## src/rtl/square_matmul_stream.sv

```systemverilog
`default_nettype none
// ============================================================================
// Module   : square_matmul_stream
// Purpose  : Sequential signed NxN matrix multiplier C = A * B. Loads A/B
//            element pairs over a valid/ready stream, computes with a single
//            MAC per cycle (i outer, j, k inner), then drains C row-major
//            with backpressure.
// Options  : MATMUL_SAT_EN - when defined, C is saturated to DW bits as it
//            is written and out_data is DW wide; otherwise exact OW-bit sums.
// Revision : 1.0 - initial release
// ============================================================================
module square_matmul_stream #(
  parameter int N  = 4,
  parameter int DW = 16,
  parameter int OW = 2*DW + $clog2(N) + 1
) (
  input  logic                 clk,
  input  logic                 rst,
  input  logic                 in_valid,
  output logic                 in_ready,
  input  logic signed [DW-1:0] in_a,
  input  logic signed [DW-1:0] in_b,
  output logic                 out_valid,
  input  logic                 out_ready,
`ifdef MATMUL_SAT_EN
  output logic signed [DW-1:0] out_data,
`else
  output logic signed [OW-1:0] out_data,
`endif
  output logic                 out_last,
  output logic                 busy
);

`ifdef MATMUL_SAT_EN
  localparam int CW = DW;
`else
  localparam int CW = OW;
`endif
  localparam int NN = N * N;
  localparam int AW = (NN > 1) ? $clog2(NN) : 1;
  localparam int LW = (N > 1) ? $clog2(N) : 1;
  localparam logic [AW-1:0] ADDR_LAST = AW'(NN - 1);
  localparam logic [LW-1:0] LOOP_LAST = LW'(N - 1);

  typedef enum logic [1:0] {
    LOAD    = 2'd0,
    COMPUTE = 2'd1,
    DRAIN   = 2'd2
  } state_t;

  state_t state, state_nxt;

  // Operand and result storage; deliberately not reset.
  logic signed [DW-1:0] a_mem [NN];
  logic signed [DW-1:0] b_mem [NN];
  logic signed [CW-1:0] c_mem [NN];

  logic [AW-1:0]        load_idx, out_idx;
  logic [LW-1:0]        i_idx, j_idx, k_idx;
  logic signed [OW-1:0] acc;

  logic                   load_fire, out_fire, mac_en, row_end, last_mac;
  logic [AW-1:0]          a_addr, b_addr, c_addr;
  logic signed [2*DW-1:0] product;
  logic signed [OW-1:0]   product_ext, acc_base, mac_sum;
  logic signed [CW-1:0]   c_value;

  assign load_fire = in_valid && (state == LOAD);
  assign out_fire  = out_ready && (state == DRAIN);
  assign mac_en    = (state == COMPUTE);
  assign row_end   = (k_idx == LOOP_LAST);
  assign last_mac  = mac_en && row_end && (j_idx == LOOP_LAST) && (i_idx == LOOP_LAST);

  assign a_addr = AW'(int'(i_idx) * N + int'(k_idx));
  assign b_addr = AW'(int'(k_idx) * N + int'(j_idx));
  assign c_addr = AW'(int'(i_idx) * N + int'(j_idx));

  // Full-width signed product, explicitly sign-extended to the accumulator.
  assign product     = a_mem[a_addr] * b_mem[b_addr];
  assign product_ext = {{(OW-2*DW){product[2*DW-1]}}, product};
  assign acc_base    = (k_idx == '0) ? '0 : acc;
  assign mac_sum     = acc_base + product_ext;

`ifdef MATMUL_SAT_EN
  localparam logic signed [OW-1:0] SAT_MAX = OW'((64'sd1 <<< (DW-1)) - 64'sd1);
  localparam logic signed [OW-1:0] SAT_MIN = ~SAT_MAX;
  // Clamp the finished dot product into the DW-bit signed range.
  always_comb begin
    c_value = mac_sum[DW-1:0];
    if (mac_sum > SAT_MAX)
      c_value = SAT_MAX[DW-1:0];
    else if (mac_sum < SAT_MIN)
      c_value = SAT_MIN[DW-1:0];
  end
`else
  assign c_value = mac_sum;
`endif

  // State register.
  always_ff @(posedge clk or posedge rst) begin
    if (rst) state <= LOAD;
    else     state <= state_nxt;
  end

  // Next-state decode and handshake outputs.
  always_comb begin
    state_nxt = state;
    in_ready  = 1'b0;
    out_valid = 1'b0;
    busy      = 1'b0;
    case (state)
      LOAD: begin
        in_ready = 1'b1;
        if (load_fire && (load_idx == ADDR_LAST)) state_nxt = COMPUTE;
      end
      COMPUTE: begin
        busy = 1'b1;
        if (last_mac) state_nxt = DRAIN;
      end
      DRAIN: begin
        busy      = 1'b1;
        out_valid = 1'b1;
        if (out_fire && (out_idx == ADDR_LAST)) state_nxt = LOAD;
      end
      default: state_nxt = LOAD;
    endcase
  end

  assign out_last = (state == DRAIN) && (out_idx == ADDR_LAST);
  assign out_data = (state == DRAIN) ? c_mem[out_idx] : '0;

  // Load/drain indices, MAC loop counters and accumulator.
  always_ff @(posedge clk or posedge rst) begin
    if (rst) begin
      load_idx <= '0;
      out_idx  <= '0;
      i_idx    <= '0;
      j_idx    <= '0;
      k_idx    <= '0;
      acc      <= '0;
    end else begin
      if (load_fire)
        load_idx <= (load_idx == ADDR_LAST) ? '0 : load_idx + 1'b1;
      if (out_fire)
        out_idx <= (out_idx == ADDR_LAST) ? '0 : out_idx + 1'b1;
      if (mac_en) begin
        acc <= mac_sum;
        if (row_end) begin
          k_idx <= '0;
          if (j_idx == LOOP_LAST) begin
            j_idx <= '0;
            i_idx <= (i_idx == LOOP_LAST) ? '0 : i_idx + 1'b1;
          end else begin
            j_idx <= j_idx + 1'b1;
          end
        end else begin
          k_idx <= k_idx + 1'b1;
        end
      end
    end
  end

  // Matrix storage writes: operands on load, C on the last k of each dot product.
  always_ff @(posedge clk) begin
    if (load_fire) begin
      a_mem[load_idx] <= in_a;
      b_mem[load_idx] <= in_b;
    end
    if (mac_en && row_end)
      c_mem[c_addr] <= c_value;
  end

endmodule
`default_nettype wire

```

## config.mk

```make
export PLATFORM = sky130hd
export DESIGN_NAME = square_matmul_stream
export DESIGN_NICKNAME = d
export VERILOG_FILES = /design/src/rtl/square_matmul_stream.sv
export SDC_FILE = /design/constraint.sdc
export NUM_CORES = 2
export LEC_CHECK = 0
export ABC_AREA = 1
export BUFFER_PORTS_ARGS = -buffer_cell sky130_fd_sc_hd__clkbuf_2
export CAP_MARGIN = 20
export CORE_MARGIN = 2
export CORE_UTILIZATION = 50
export CTS_BUF_LIST = sky130_fd_sc_hd__clkbuf_4 sky130_fd_sc_hd__clkbuf_8
export CTS_CLUSTER_DIAMETER = 60
export CTS_CLUSTER_SIZE = 12
export DETAILED_ROUTE_END_ITERATION = 7
export PLACE_DENSITY = 0.68
export RECOVER_POWER = 25
export SKIP_CTS_REPAIR_TIMING = 1
export SLEW_MARGIN = 40
export SYNTH_ARGS = -nofsm -noshare
export SYNTH_HDL_FRONTEND = slang
export SYNTH_SLANG_ARGS = --single-unit
export TNS_END_PERCENT = 5
```

## constraint.sdc

```tcl
create_clock -name clk -period 7.3 [get_ports clk]
set_input_delay 0.365 -clock clk [delete_from_list [all_inputs] [get_ports clk]]
set_output_delay 0.365 -clock clk [all_outputs]
set_load 0.01 [all_outputs]
```

==> run summary <==
status -> finished with violations
failing checks -> max-capacitance violations, max-slew violations
Post-synth EDFFs -> 1072
final RePlAce weighted congestion -> 0.905
WP data required -> 7980 ps
largest net degree at the start of global routing -> 181
Worst Setup End Kind -> flop
dpl cells -> 6283
Std-Cell Rows -> 123
Clock Latency Late Sink -> 810 ps
core area -> 0.112 mm^2
fin. max-slew vios -> 52
Crit Path Class -> flop to flop
die height -> 340 um
Final min period -> 7060 ps
Achievable Freq -> 142 MHz
DRT antenna net count -> 0
Critical Path Slowest Stage Cell -> fa_1
number of global-route vias before repair -> 37274
DP Wirelength -> 85200 um
slew margin rel. -> -146%
Die X-Extent -> 340 um
multi-input logic area -> 0.0197 mm^2
Mapped Cells -> 4770
worst path buffer plus inverter count -> 14
CP top delay family -> adder cells
total congestion overflow -> 0
synth warn -> 0
Clock transition at path regs -> 80 ps
Tightest Pin Transition -> 3690 ps
detailed-route via count -> 37140
GRT Total Usage -> 25.1%
Post-Syn Nets -> 5238
post-route insts no fill -> 6520
final core utilization -> 55.5%
WP data arrival -> 7740 ps
number of vias per cell -> 5.70
Seq cells post-synth -> 1123
Yosys cell types -> 40
Register Area -> 0.0335 mm^2
CTS tree -> yes
critical path's largest stage delay -> 580 ps
Setup violations, final -> 0
Final period util -> 96.7%
Root Driver -> clkbuf_8
TritonCTS Buffers -> 109
main flop type after synthesis -> edfxtp_1
layout cells sized above 1 -> 11.8%
Worst Clk Skew -> 66.3 ps
DIE AREA -> 0.115 mm^2
drt total wl -> 144000 um
Worst Setup Start Kind -> flop
Starting Density -> 50.2%
syn avg cell area -> 11.8 um^2
Synth Cell Area -> 0.0564 mm^2
first-pass GRT wire length -> 222000 um
final hold violations -> 0
asr flop ratio synth -> 4.54%
router iterations before antenna repair -> 8
H-tree depth -> 3
max-cap viol count -> 1
initial antenna violation count -> 4
DRC Markers -> 0
Hold WC Path Type -> input port to flop
RSZ-0062 raised after global routing -> true
Crit Path Max Fanout -> 18
sequential-to-total area share from yosys stat -> 59.4%
Avg WL per Cell -> 22.1 um
port bufs -> 74
CTS Buffer Depth -> 3
area delta synth->final -> 10.5%
first-iteration detailed-routing DRC count -> 3757
Clock Sinks -> 1123
Fill cells -> 9202
Ports -> 75
Post-layout nets -> 5405
[worst min-delay path: cells and delay by family]
kind                   cells  cell delay (ps)
AND/OR/NAND/NOR            2              280
AO/OA/AOI/OAI              1               50
buffers and inverters      1               80
[per-layer routing]
| layer | GRT usage (%) | vias to the layer above | wire length [um] |
|---|---|---|---|
| li1 | - | 16759 | - |
| met5 | 0 | - | 7 |
| met2 | 42.0 | 1582 | 70400 |
| met3 | 3.37 | 273 | 10600 |
| met4 | 8.79 | 2 | 4300 |
| met1 | 33.9 | 18524 | 58900 |
[placed cells by master, fill, tap and decap left out, types with 43 or more instances in the layout]
cell type / instances
buf_4: 180
o221ai_1: 182
nand3_1: 117
fa_1: 308
nand2_1: 475
o22ai_1: 80
inv_1: 574
o211ai_1: 77
a21oi_1: 67
dfrtp_1: 43
nor2_1: 622
clkbuf_8: 111
ha_1: 119
edfxtp_1: 1072
o21ai_0: 570
clkbuf_4: 63
[kinds of logic (layout without fill, tap and decap cells)]
group	Yosys count	after routing	synth area share, %
compound gates	1009	1009	10.8
xor+xnor	25	25	0.388
fa+ha+maj	432	432	13.7
buf+inv	865	1112	6.45
flops	1123	1123	59.4
other cells	0	3	0
simple gates	1316	1316	9.28
[metrics by stage]
step,instance area [um^2],setup slack [ps],hold slack [ps],setup TNS [ps]
after floorplan,56400,432,449,0
after global placement,59300,18.8,465,0
after detailed placement,59400,-117,467,-5590
after CTS,61600,-165,-326,-10040
after global routing,62300,-94.9,16.0,-5460
final,62300,240,12.5,0
[area by class of cell]
cell class | count | share of cell area (%)
sequential | 1123 | 53.8
multi-input combinational | 2782 | 31.7
timing repair buffer | 324 | 4.36
inverter | 597 | 3.64
clock buffer | 174 | 3.21
tap | 1500 | 3.01
clock inverter | 17 | 0.311
antenna | 3 | 0.0121
[sequential cells by signal (all words and copies together), names as in the netlist]
name and cells:
out_idx 4, acc 35, k_idx 2, a_mem 256
load_idx 4, state 2, c_mem 560, j_idx 2
i_idx 2, b_mem 256
[path summary, 6_finish.rpt]
check | from | to | slack (ps) | depth (start not counted)
setup / recovery | k_idx[0]$_DFFE_PP0P_ | c_mem[4][21]$_DFFE_PP_ | 240 | 30
max in group asynchronous | rst | out_idx[0]$_DFFE_PP0P_ | 3150 | 4
hold / removal | out_ready | out_idx[0]$_DFFE_PP0P_ | 10 | 4
min in group asynchronous | rst | k_idx[0]$_DFFE_PP0P_ | 1560 | 4
hold reg to reg | acc[34]$_DFFE_PP0P_ | acc[34]$_DFFE_PP0P_ | 500 | 2
setup reg to reg | k_idx[0]$_DFFE_PP0P_ | c_mem[4][21]$_DFFE_PP_ | 240 | 30
[cell usage after synthesis (all sizes together), types with 2 or more instances]
library cell | count | area, um^2
xnor2 | 2 | 17.5
clkbuf | 150 | 569
a21oi | 72 | 360
nand4 | 4 | 25.0
nand3b | 2 | 15.0
and2 | 10 | 62.6
o221ai | 182 | 1590
xor2 | 23 | 201
o21a | 2 | 15.0
o21ai | 583 | 2920
a21o | 2 | 15.0
o211ai | 82 | 641
inv | 596 | 2240
nor2 | 659 | 2470
fa | 310 | 6210
o21bai | 3 | 22.5
a21boi | 2 | 15.0
edfxtp | 1072 | 32200
nand3 | 117 | 586
dfrtp | 51 | 1280
nor3 | 9 | 45.0
o22ai | 80 | 500
or2 | 3 | 18.8
nand2 | 510 | 1990
ha | 122 | 1530
buf | 118 | 823
Power is not shown: default switching activity piles up to over one toggle a cycle in this logic, so the estimate is an artifact.
